**src/rtl/axis_noc_tx.sv**
```systemverilog
// axis_noc_tx: user-side injector feeding one NoC router input port.
// Buffers user words in a small FIFO and sends one commanded packet at a time on an AXI-Stream lane.
// Ports: clk_noc and rst (async, active-high);
//   usr_valid/usr_ready/usr_data: user data words into the FIFO;
//   cmd_valid/cmd_ready/cmd_dest/cmd_id/cmd_len: packet command, where cmd_len is beats minus one;
//   axis_out_*: stream toward the router;
//   busy: high while a packet is being sent;
//   fifo_count: current FIFO occupancy.
module axis_noc_tx #(
  parameter int DATA_W     = 32,
  parameter int TID_W      = 2,
  parameter int TDEST_W    = 4,
  parameter int FIFO_DEPTH = 8,
  parameter int LEN_W      = 8
) (
  input  logic                          clk_noc,
  input  logic                          rst,
  input  logic                          usr_valid,
  output logic                          usr_ready,
  input  logic [DATA_W-1:0]             usr_data,
  input  logic                          cmd_valid,
  output logic                          cmd_ready,
  input  logic [TDEST_W-1:0]            cmd_dest,
  input  logic [TID_W-1:0]              cmd_id,
  input  logic [LEN_W-1:0]              cmd_len,
  output logic                          axis_out_tvalid,
  input  logic                          axis_out_tready,
  output logic [DATA_W-1:0]             axis_out_tdata,
  output logic                          axis_out_tlast,
  output logic [TID_W-1:0]              axis_out_tid,
  output logic [TDEST_W-1:0]            axis_out_tdest,
  output logic                          busy,
  output logic [$clog2(FIFO_DEPTH):0]   fifo_count
);

  localparam int AW = $clog2(FIFO_DEPTH);
  localparam int CW = AW + 1;

  typedef enum logic {IDLE, SEND} state_t;

  state_t              state_q, state_d;
  logic [DATA_W-1:0]   mem_q [FIFO_DEPTH];
  logic [AW-1:0]       wr_q, rd_q;
  logic [CW-1:0]       cnt_q;
  logic [TDEST_W-1:0]  dest_q;
  logic [TID_W-1:0]    id_q;
  logic [LEN_W-1:0]    len_q;
  logic [LEN_W-1:0]    beat_q, beat_d;
  logic                load;
  logic                push, pop;

  assign usr_ready      = (cnt_q != CW'(FIFO_DEPTH));
  assign push           = usr_valid & usr_ready;
  assign pop            = axis_out_tvalid & axis_out_tready;
  assign fifo_count     = cnt_q;
  assign axis_out_tdata = mem_q[rd_q];
  assign axis_out_tid   = id_q;
  assign axis_out_tdest = dest_q;

  always_comb begin
    state_d         = state_q;
    beat_d          = beat_q;
    load            = 1'b0;
    cmd_ready       = 1'b0;
    axis_out_tvalid = 1'b0;
    axis_out_tlast  = 1'b0;
    busy            = 1'b0;
    unique case (state_q)
      IDLE: begin
        cmd_ready = 1'b1;
        if (cmd_valid) begin
          load    = 1'b1;
          beat_d  = '0;
          state_d = SEND;
        end
      end
      SEND: begin
        busy            = 1'b1;
        // Only a pop can empty the FIFO, so tvalid never drops early.
        axis_out_tvalid = (cnt_q != '0);
        // beat_q is LEN_W wide, so it reaches 2^LEN_W-1 before wrapping.
        axis_out_tlast  = axis_out_tvalid && (beat_q == len_q);
        if (axis_out_tvalid && axis_out_tready) begin
          beat_d = beat_q + 1'b1;
          if (axis_out_tlast) state_d = IDLE;
        end
      end
    endcase
  end

  always_ff @(posedge clk_noc or posedge rst) begin
    if (rst) begin
      state_q <= IDLE;
      beat_q  <= '0;
      len_q   <= '0;
      id_q    <= '0;
      dest_q  <= '0;
    end else begin
      state_q <= state_d;
      beat_q  <= beat_d;
      if (load) begin
        len_q  <= cmd_len;
        id_q   <= cmd_id;
        dest_q <= cmd_dest;
      end
    end
  end

  // Storage is cleared too, so tdata reads zero after reset.
  always_ff @(posedge clk_noc or posedge rst) begin
    if (rst) begin
      for (int i = 0; i < FIFO_DEPTH; i++) mem_q[i] <= '0;
      wr_q  <= '0;
      rd_q  <= '0;
      cnt_q <= '0;
    end else begin
      if (push) begin
        mem_q[wr_q] <= usr_data;
        wr_q        <= wr_q + 1'b1;
      end
      if (pop) rd_q <= rd_q + 1'b1;
      if (push && !pop)      cnt_q <= cnt_q + CW'(1);
      else if (pop && !push) cnt_q <= cnt_q - CW'(1);
    end
  end

endmodule

```
**config.mk**
```make
export PLATFORM = sky130hd
export DESIGN_NAME = axis_noc_tx
export DESIGN_NICKNAME = d
export VERILOG_FILES = /design/src/rtl/axis_noc_tx.sv
export SDC_FILE = /design/constraint.sdc
export NUM_CORES = 1
export LEC_CHECK = 0
export BUFFER_PORTS_ARGS = -buffer_cell sky130_fd_sc_hd__buf_2
export CORE_MARGIN = 10
export CORE_UTILIZATION = 35
export DETAILED_ROUTE_END_ITERATION = 8
export PLACE_DENSITY_LB_ADDON = 0.08
export SYNTH_ARGS = -nofsm -noshare
export SYNTH_HDL_FRONTEND = slang
export SYNTH_SLANG_ARGS = --single-unit
export TNS_END_PERCENT = 5
```
**constraint.sdc**
```tcl
create_clock -name clk_noc -period 12.67 [get_ports clk_noc]
set_clock_uncertainty 0.05 [all_clocks]
set_input_delay 1.9005 -clock clk_noc [delete_from_list [all_inputs] [get_ports clk_noc]]
set_output_delay 1.9005 -clock clk_noc [all_outputs]
set_load 0.02 [all_outputs]
```
==> summary.md, run 1 <==
| Metric | Value |
|---|---|
| Setup Viol. Count Final | 0 |
| Storage cell area | ~0.0072 sq mm |
| GPL Wtd Cong | between 0.6 and 0.7 |
| Setup CP Type | reg2out |
| Setup ws final | about 7.7 ns |
| Slowest CP cell | buf_4 |
| PD cells | around 290 mW/mm^2 |
| R2r startpoint | fifo_count[0]$_DFFE_PP0P_ |
| Clock Tree Root | clkbuf_16 |
| Avg Cell Area, Syn | around 16 sq um |
| Hold Crit Depth | 2 |
| Area grow syn2layout | 14.0% |
| Most common cell after layout, fill and taps aside | dfrtp_1 |
| TritonCTS clock tree | yes |
| Max Cap Violations | 0 |
| FF+latch count, synth | 289 |
| Clock Latency Late Sink | 0.50 ns |
| Worst path cell trace | buf_4, mux4_2, mux2_2, buf_2 |
| Mapped cell area | between 0.01 and 0.015 sq mm |
| Cells after Synth | between 800 and 900 |
| Asr flop ratio synth | 100% |
| Ys flop type | dfrtp_1 |
| Crit share post-route | about 40% |
| CP endpoint kind | output port |
| Highest-count cells in the layout ignoring fill and taps | dfrtp_1, mux2_2, buf_2 |
| Pre-antenna DRT Iters | 4 |
| I/O pin count | a little under 100 |
| Max Clk Rate | about 0.2 GHz |
| Share of post-route cells with drive strength above 1 | between 50 and 60% |
| Yosys cell types | 45 |
| DR vias | around 7000 |
| Post-CTS Setup Bufs | 0 |
| RR Endpoint | fifo_count[3]$_DFFE_PP0P_ |
| Clock sinks | slightly below 300 |
| Post-layout util | between 40% and 50% |
| Crit path time final | about 5.0 ns |
| H-tree levels | 2 |
| First-pass GRT wire length | between 40 and 50 mm |
| Hold Crit Class | reg2reg |
| Worst vdd ir | slightly below 0.09 mV |
| Post-route DRC | 0 |
| Die Y-Extent | roughly 220 microns |
| Area of the multi-input gates | roughly 0.0057 sq mm |
| Avg Vias per Cell | just under 5 |
| Wire per inst | 20.9 microns |
| Post-CTS sizing | 0 |
| Power Total | between 0.004 and 0.005 W |
| RSZ-0062 raised after global routing | no |
| Biggest cell delay along the critical path | 0.77 ns |
| Clk buf depth | 3 |
| Post-CTS Hold Buffers | 0 |
| CP Launch Type | register |
| Fill count | 3589 |
| Total Nets Final | between 900 and 1000 |
| IO buf count | between 90 and 100 |
| Count of pins over their slew limit | 0 |
| Hpwl dp | around 17 mm |
| Rows | between 70 and 80 |
| Post-DRT Antenna Nets | 0 |
| Outcome | completed |
| P_leak | 6.76 nW |
| Crit path required time | ~11 ns |
| Max FO, Critical Path | 46 |
| Synth warnings | 0 |
| Die area | between 0.04 and 0.05 sq mm |
| Clk pin slew, worst setup/hold paths | roughly 0.060 ns |
| Worst Reg-to-Reg Cells | 9 |
| Hold Worst Slack | 0.427 ns |
| Worst Tran Pin Value | 0.980 ns |
| Post-synth EDFFs | 0 |
| Initial core utilization | ~35% |
| Routed WL | between 30 and 40 mm |
| Syn nets | between 800 and 900 |
| Hold Path Sink | axis_out_tdest[2]$_DFFE_PP0P_ |
| Initial antenna violation count | 2 |
| Chip width | roughly 220 microns |
| GRT Util Overall | roughly an eighth |
| Sequential-to-total area share from yosys stat | around 54% |
| Core area | approximately 0.038 sq mm |
| Worst rel slew slack | about 35% |
| Largest net degree at the start of global routing | 159 |
| R2r setup slk | approximately 9.5 ns |
| Overflow after GRT | 0 |
| CTS Buf Count | 35 |
| DRT iter0 DRCs | between 300 and 400 |
| Fin Setup TNS | 0 ns |
| Dpl ws | roughly 8.1 ns |
| CP arrival | between 3 and 4 ns |
| Fin. Hold Viols | 0 |
| Vias in the first global route | just under 8000 |
| Min-delay src | axis_out_tdest[2]$_DFFE_PP0P_ |
| Setup crit start | rd_q[0]$_DFFE_PP0P_ |
[cells in the mapped netlist, drive strengths merged, types with 2 or more instances]
cell    count  area, sq um
a21o        2         15.0
mux2      290         3380
inv         5         18.8
nor3        3         15.0
nand3       5         30.0
xnor2       6         52.6
o41ai       2         17.5
clkbuf     17         93.8
dfrtp     289         7230
mux2i       4         40.0
xor2        9         78.8
nand4b      3         45.0
buf        37          343
and3        3         18.8
nor4        2         12.5
o21ai       5         25.0
nand2      60          233
mux4       64         1440
o311ai      2         17.5
ha          6         75.1
a21oi       2         10.0
or4b        3         37.5
nor2        2         7.51
[critical path, delay by kind of cell (launching register included)]
family                 cells  cell delay (ns)
multiplexers               2             0.91
flip-flops                 1             0.68
buffers and inverters      2             0.95
[stage by stage]
step | cell area (sq um) | cells
after floorplan | 13300 | 832
after global placement | 14200 | 1394
after detailed placement | 14200 | 1394
after CTS | 15200 | 1453
after global routing | 15200 | 1453
final | 15200 | 1454
[registers in the layout (all words and copies together) (netlist names)]
register,count
fifo_count,4
wr_q,3
mem_q,256
rd_q,3
state_q,1
axis_out_tid,2
len_q,8
beat_q,8
axis_out_tdest,4
[layer usage]
| layer | vias to the layer above | global-route usage [%] | routed length, microns |
|---|---|---|---|
| li1 | 3247 | - | - |
| met1 | 3818 | 17.7 | 14200 |
| met2 | 99 | 21.3 | 14600 |
| met3 | 37 | 2.74 | 1090 |
| met4 | 2 | 3.19 | 476 |
| met5 | - | 0 | 13 |
[cell families (layout without fill, tap and decap cells)]
kind of cell	count (synthesis)	in the layout	share of synthesized area, %
compound gates	18	18	0.965
xor+xnor	15	15	0.984
fa+ha+maj	7	7	0.712
buf+inv	59	169	3.41
flops	289	289	54.2
mux	358	358	36.4
other cells	0	1	0
simple gates	86	86	3.32
[worst max path at each step]
stage | slack (ns) | to
global placement | 8.08 | axis_out_tdata[25]
detailed placement | 8.09 | axis_out_tdata[29]
CTS | 7.55 | axis_out_tdata[29]
floorplan | 2.74 | axis_out_tdest[0]$_DFFE_PP0P_
finish | 7.65 | axis_out_tdata[25]
global route | 7.44 | axis_out_tdata[25]
[final cells by class]
| type | count | area share [%] |
|---|---|---|
| sequential | 289 | 47.6 |
| antenna | 1 | 0.0164 |
| clock inverter | 5 | 0.518 |
| clock buffer | 54 | 6.42 |
| inverter | 5 | 0.173 |
| timing repair buffer | 105 | 3.67 |
| tap | 511 | 4.20 |
| multi-input combinational | 484 | 37.4 |
[power breakdown]
part | switching (W) | total, W | internal, W
combinational | 0.000769 | 0.00178 | 0.00101
sequential | 0.000297 | 0.00168 | 0.00139
clock | 0.000370 | 0.000938 | 0.000569
total | 0.00144 | 0.00440 | 0.00297
Note: power is estimated with default switching activity, not from simulation.
==> run 2, diff against run 1 <==
==> constraint.sdc (replaced) <==
create_clock -name clk_noc -period 5.1 [get_ports clk_noc]
set_clock_uncertainty 0.05 [all_clocks]
set_input_delay 0.765 -clock clk_noc [delete_from_list [all_inputs] [get_ports clk_noc]]
set_output_delay 0.765 -clock clk_noc [all_outputs]
set_load 0.02 [all_outputs]
==> summary.md, run 2 (same netlist as run 1, synthesis figures left out) <==
| Metric | Value |
|---|---|
| Clock Tree Root | clkbuf_16 (unchanged) |
| IO buf count | 97 (unchanged) |
| Power Total | 0.0111 W (was 0.00440 W) |
| Setup CP Type | reg2out (unchanged) |
| I/O pin count | 98 (unchanged) |
| Placed cells | 1395 (was 1394) |
| Largest registers | mem_q (256), beat_q (8), len_q (8) (unchanged) |
| CTS Buf Count | 35 (unchanged) |
| Post-DRT Antenna Nets | 0 (unchanged) |
| Core area | 0.0377 sq mm (unchanged) |
| Post-CTS Hold Buffers | 0 (unchanged) |
| Largest net degree at the start of global routing | 141 (was 159) |
| Layout Cells excl Fill | 1453 (was 1454) |
| Dpl ws | 1.91 ns (was 8.09 ns) |
| Post-CTS Setup Bufs | 0 (unchanged) |
| H-tree levels | 2 (unchanged) |
| Wire per inst | 20.9 microns (about the same) |
| CP arrival | 2.85 ns (was 3.07 ns) |
| GRT Util Overall | 13.3% (was 13.1%) |
| Vias in the first global route | 8008 (was 7871) |
| Crit share post-route | 71.9% |
| Max Clk Rate | 0.273 GHz |
| Clk buf depth | 3 (unchanged) |
| Pre-antenna DRT Iters | 4 (unchanged) |
| Fin Setup TNS | 0 ns (unchanged) |
| Most common cell after layout, fill and taps aside | dfrtp_1 (unchanged) |
| Share of post-route cells with drive strength above 1 | 56.4% (was 55.0%) |
| Setup Viol. Count Final | 0 (unchanged) |
| Largest Register | mem_q (unchanged) |
| Initial core utilization | 35.4% (unchanged) |
| Fin. Hold Viols | 0 (unchanged) |
| Count of pins over their slew limit | 0 (unchanged) |
| Overflow after GRT | 0 (unchanged) |
| CP endpoint kind | output port (unchanged) |
| DR vias | 7197 (was 7203) |
| Hpwl dp | 16.9 mm (was 16.6 mm) |
| First-pass GRT wire length | 48.9 mm (was 48.2 mm) |
| Post-DP Area | 0.0142 sq mm (about the same) |
| Worst Tran Pin Value | 1.15 ns (was 0.980 ns) |
| Max Cap Violations | 0 (unchanged) |
| Crit path required time | 4.28 ns (was 10.72 ns) |
| Area grow syn2layout | 14.9% (was 14.0%) |
| Avg Vias per Cell | 4.95 (about the same) |
| Max reg flops | 256 (unchanged) |
| Worst rel slew slack | 23.4% (was 34.6%) |
| RSZ-0062 raised after global routing | no (unchanged) |
| Die area | 0.0464 sq mm (unchanged) |
| Clk pin slew, worst setup/hold paths | 0.06 ns (about the same) |
| Highest-count cells in the layout ignoring fill and taps | dfrtp_1, mux2_2, buf_2 (unchanged) |
| Hold Crit Class | in2async (was reg2reg) |
| Clock Latency Late Sink | 0.52 ns (was 0.50 ns) |
| Design area | 0.0153 sq mm (was 0.0152 sq mm) |
| Crit path time final | roughly 3.7 ns |
| Routed WL | 30.4 mm (about the same) |
| P_leak | 6.83 nW (was 6.76 nW) |
| Chip width | 215 microns (unchanged) |
| Setup ws final | 1.43 ns (was 7.65 ns) |
| Outcome | completed (unchanged) |
| TritonCTS clock tree | yes (unchanged) |
| Clock sinks | 289 (unchanged) |
| Initial antenna violation count | 2 (unchanged) |
| GPL Wtd Cong | 0.684 (was 0.663) |
| Die Y-Extent | 215 microns (unchanged) |
| Total Nets Final | 979 (was 978) |
| Post-CTS sizing | 0 (unchanged) |
| DRT iter0 DRCs | 347 (was 353) |
| Max FO, Critical Path | 39 (was 46) |
| Worst vdd ir | 0.249 mV (was 0.0894 mV) |
| Post-route DRC | 0 (unchanged) |
| Rows | 71 (unchanged) |
| CP Launch Type | register (unchanged) |
| PD cells | 723 mW/mm^2 (was 289 mW/mm^2) |
## run 2: power breakdown
group / internal, W / switching [W]
sequential: 0.00344 / 0.000832
combinational: 0.00252 / 0.00180
clock: 0.00152 / 0.000962
## run 2: final cells by class
| type | instances | area [sq um] |
|---|---|---|
| antenna | 1 | 2.50 |
| clock buffer | 47 | 1040 |
| clock inverter | 10 | 100 |
| fill | 3553 | 22300 |
| inverter | 5 | 22.5 |
| multi-input combinational | 484 | 5700 |
| sequential | 289 | 7240 |
| tap | 511 | 639 |
| timing repair buffer | 106 | 591 |
## run 2: per-layer routing
metal / vias to the layer above / global-route usage (%) / wire (microns)
met5: - / 0 / 12
met4: 2 / 3.33 / 530
met3: 42 / 2.79 / 1110
met2: 99 / 21.6 / 14500
met1: 3816 / 17.9 / 14300
li1: 3238 / - / -
## run 2: metrics by stage
| stage | hold WS [ns] | util, % |
|---|---|---|
| 6_report | 0.324 | 40.7 |
| 5_1_grt | 0.374 | 40.7 |
| 4_1_cts | 0.333 | 40.7 |
| 3_5_place_dp | 0.408 | 37.7 |
| 3_3_place_gp | 0.408 | 37.7 |
| 2_1_floorplan | 0.409 | - |
## run 2: worst paths after layout
kind	start	to	slack, ns	cells after the start
setup / recovery	rd_q[0]$_DFFE_PP0P_	axis_out_tdata[27]	1.43	4
hold / removal	rst	fifo_count[1]$_DFFE_PP0P_	0.32	2
setup reg to reg	fifo_count[0]$_DFFE_PP0P_	fifo_count[3]$_DFFE_PP0P_	1.98	9
hold reg to reg	axis_out_tdest[0]$_DFFE_PP0P_	axis_out_tdest[0]$_DFFE_PP0P_	0.42	2
max in group asynchronous	rst	mem_q[51]$_DFFE_PP0P_	3.48	3
min in group clk_noc	cmd_len[0]	len_q[0]$_DFFE_PP0P_	0.39	3
## run 2: critical path, cell delays in order (launching register included)
cell     delay (ns)
dfrtp_4        0.96
buf_12         0.33
mux4_2         0.52
mux2_2         0.32
buf_2          0.18
==> run 3, diff against run 2 <==
==> constraint.sdc (replaced) <==
create_clock -name clk_noc -period 3.7 [get_ports clk_noc]
set_clock_uncertainty 0.05 [all_clocks]
set_input_delay 0.555 -clock clk_noc [delete_from_list [all_inputs] [get_ports clk_noc]]
set_output_delay 0.555 -clock clk_noc [all_outputs]
set_load 0.02 [all_outputs]
==> summary.md, run 3 (same netlist as run 1, synthesis figures left out) <==
| Metric | Value |
|---|---|
| H-tree levels | 2 (unchanged) |
| Area grow syn2layout | 15.9% (was 14.9%) |
| Hpwl dp | 17.6 mm (was 16.9 mm) |
| GRT Util Overall | 13.4% (was 13.3%) |
| Worst path cell trace | buf_4, mux4_2, mux2_2, buf_2 (was buf_12, mux4_2, mux2_2, buf_2) |
| Post-layout util | 41.1% (was 40.7%) |
| Hold Worst Slack | 0.127 ns (was 0.324 ns) |
| Setup Viol. Count Final | 0 (unchanged) |
| Pre-antenna DRT Iters | 4 (unchanged) |
| Die Y-Extent | 215 microns (unchanged) |
| Clock sinks | 289 (unchanged) |
| GPL Wtd Cong | 0.703 (was 0.684) |
| Hold Crit Class | in2async (unchanged) |
| Most common cell after layout, fill and taps aside | dfrtp_1 (unchanged) |
| Crit path required time | 3.09 ns (was 4.28 ns) |
| Clk buf depth | 3 (unchanged) |
| Worst Tran Pin Value | 0.896 ns (was 1.15 ns) |
| Overflow after GRT | 0 (unchanged) |
| Largest net degree at the start of global routing | 136 (was 141) |
| Max FO, Critical Path | 28 (was 39) |
| Post-route DRC | 0 (unchanged) |
| Routed WL | 30.6 mm (was 30.4 mm) |
| Rows | 71 (unchanged) |
| CTS Buf Count | 36 (was 35) |
| Clock Latency Late Sink | 0.52 ns (about the same) |
| Wire per inst | 20.9 microns (about the same) |
| Initial antenna violation count | 2 (unchanged) |
| Worst vdd ir | 0.339 mV (was 0.249 mV) |
| Post-CTS sizing | 0 (unchanged) |
| Max reg flops | 256 (unchanged) |
| PD cells | 997 mW/mm^2 (was 723 mW/mm^2) |
| Outcome | completed (unchanged) |
| Max Cap Violations | 0 (unchanged) |
| RSZ-0062 raised after global routing | no (unchanged) |
| Count of pins over their slew limit | 0 (unchanged) |
| First-pass GRT wire length | 48.8 mm (was 48.9 mm) |
| Die area | 0.0464 sq mm (unchanged) |
| Core area | 0.0377 sq mm (unchanged) |
| Post-CTS Setup Bufs | 0 (unchanged) |
| Chip width | 215 microns (unchanged) |
| ANT cells | 0 (was 1) |
| Clk pin slew, worst setup/hold paths | 0.06 ns (about the same) |
| Worst rel slew slack | 40.2% (was 23.4%) |
| CP endpoint kind | output port (unchanged) |
| Seq pwr share | 37.7% (was 38.6%) |
| Highest-count cells in the layout ignoring fill and taps | dfrtp_1, mux2_2, buf_2 (unchanged) |
| Largest Register | mem_q (unchanged) |
| TritonCTS clock tree | yes (unchanged) |
| Setup CP Type | reg2out (unchanged) |
| Largest registers | mem_q (256), beat_q (8), len_q (8) (unchanged) |
| Clock Tree Root | clkbuf_16 (unchanged) |
| Biggest cell delay along the critical path | 0.78 ns (was 0.96 ns) |
| Fin Setup TNS | 0 ns (unchanged) |
| Avg Vias per Cell | 4.92 (was 4.95) |
| Share of post-route cells with drive strength above 1 | 56.3% (was 56.4%) |
| NetSw | 0.00502 W (was 0.00360 W) |
| Slowest CP cell | dfrtp_4 (unchanged) |
| Sw Share | 32.6% (was 32.4%) |
| Vias in the first global route | 7989 (was 8008) |
| Crit share post-route | 87.0% |
| Post-DRT Antenna Nets | 0 (unchanged) |
| Post-CTS Hold Buffers | 0 (unchanged) |
| DR vias | 7218 (was 7197) |
| Comb power frac | 39.8% (was 39.0%) |
| Clock share of power | 22.5% (was 22.4%) |
| Initial core utilization | 35.4% (unchanged) |
| I/O pin count | 98 (unchanged) |
| Internal power | 0.0104 W (was 0.00749 W) |
| DRT iter0 DRCs | 295 (was 347) |
| Total Nets Final | 990 (was 979) |
| P_leak | 6.89 nW (was 6.83 nW) |
| IO buf count | 97 (unchanged) |
| CP Launch Type | register (unchanged) |
| Fin. Hold Viols | 0 (unchanged) |
| Max Clk Rate | roughly 0.31 GHz |
| CP arrival | 2.61 ns (was 2.85 ns) |
| Crit path time final | between 3 and 4 ns |
| R2r setup slk | 0.54 ns (was 1.98 ns) |
[run 3: cell count changes in the layout (fill, tap and decap cells not counted), sizes merged]
cell      change
diode         -1
clkinvlp      +1
clkinv        -3
clkbuf        +6
inv           +2
buf          +10
[run 3: metal layers]
layer  part of all wire (%)  global-route usage, %  vias to the layer above
met5                  0.069                      0                        -
met4                    1.7                   3.57                        4
met3                    4.1                   3.10                       38
met2                     49                   22.0                       96
met1                     45                   17.3                     3811
li1                       -                      -                     3269
[run 3: power by group through the flow]
stage               Combinational, W  Clock [W]  Sequential, W
finish                       0.00614    0.00347        0.00581
global route                 0.00669    0.00373        0.00604
CTS                          0.00632    0.00360        0.00584
detailed placement           0.00630          0        0.00587
global placement             0.00622          0        0.00586
floorplan                    0.00504          0        0.00540
[run 3: layout make-up]
| type | count | area, sq um |
|---|---|---|
| flip-flops and latches | 289 | 7240 |
| clock buffers | 53 | 1050 |
| repair buffers | 116 | 716 |
| inverters | 5 | 22.5 |
| multi-input cells | 484 | 5700 |
| clock inverters | 10 | 110 |
| fillers | 3524 | 22200 |
| well taps | 511 | 639 |
[run 3: metrics by stage]
| stage | cells | cell area [sq um] | total power [W] | setup slack (ns) |
|---|---|---|---|---|
| 3_5_place_dp | 1405 | 14300 | 0.0122 | 0.535 |
| 6_report | 1468 | 15500 | 0.0154 | 0.480 |
| 3_3_place_gp | 1405 | 14300 | 0.0121 | 0.637 |
| 2_1_floorplan | 832 | 13400 | 0.0104 | -0.738 |
| 4_1_cts | 1468 | 15500 | 0.0158 | 0.398 |
| 5_1_grt | 1468 | 15500 | 0.0165 | 0.310 |
[run 3: worst paths after layout]
kind | from | to | depth (start not counted)
max | rd_q[1]$_DFFE_PP0P_ | axis_out_tdata[22] | 4
max in group asynchronous | rst | mem_q[147]$_DFFE_PP0P_ | 3
min reg2reg | axis_out_tdest[0]$_DFFE_PP0P_ | axis_out_tdest[0]$_DFFE_PP0P_ | 2
max reg2reg | fifo_count[1]$_DFFE_PP0P_ | fifo_count[3]$_DFFE_PP0P_ | 9
min in group clk_noc | cmd_len[0] | len_q[0]$_DFFE_PP0P_ | 3
min | rst | fifo_count[1]$_DFFE_PP0P_ | 3
[run 3: worst max-delay path, delay by kind of cell (launching register included)]
family	cells	cell delay, ns
muxes	2	0.79
DFF	1	0.78
buffers and inverters	2	0.50
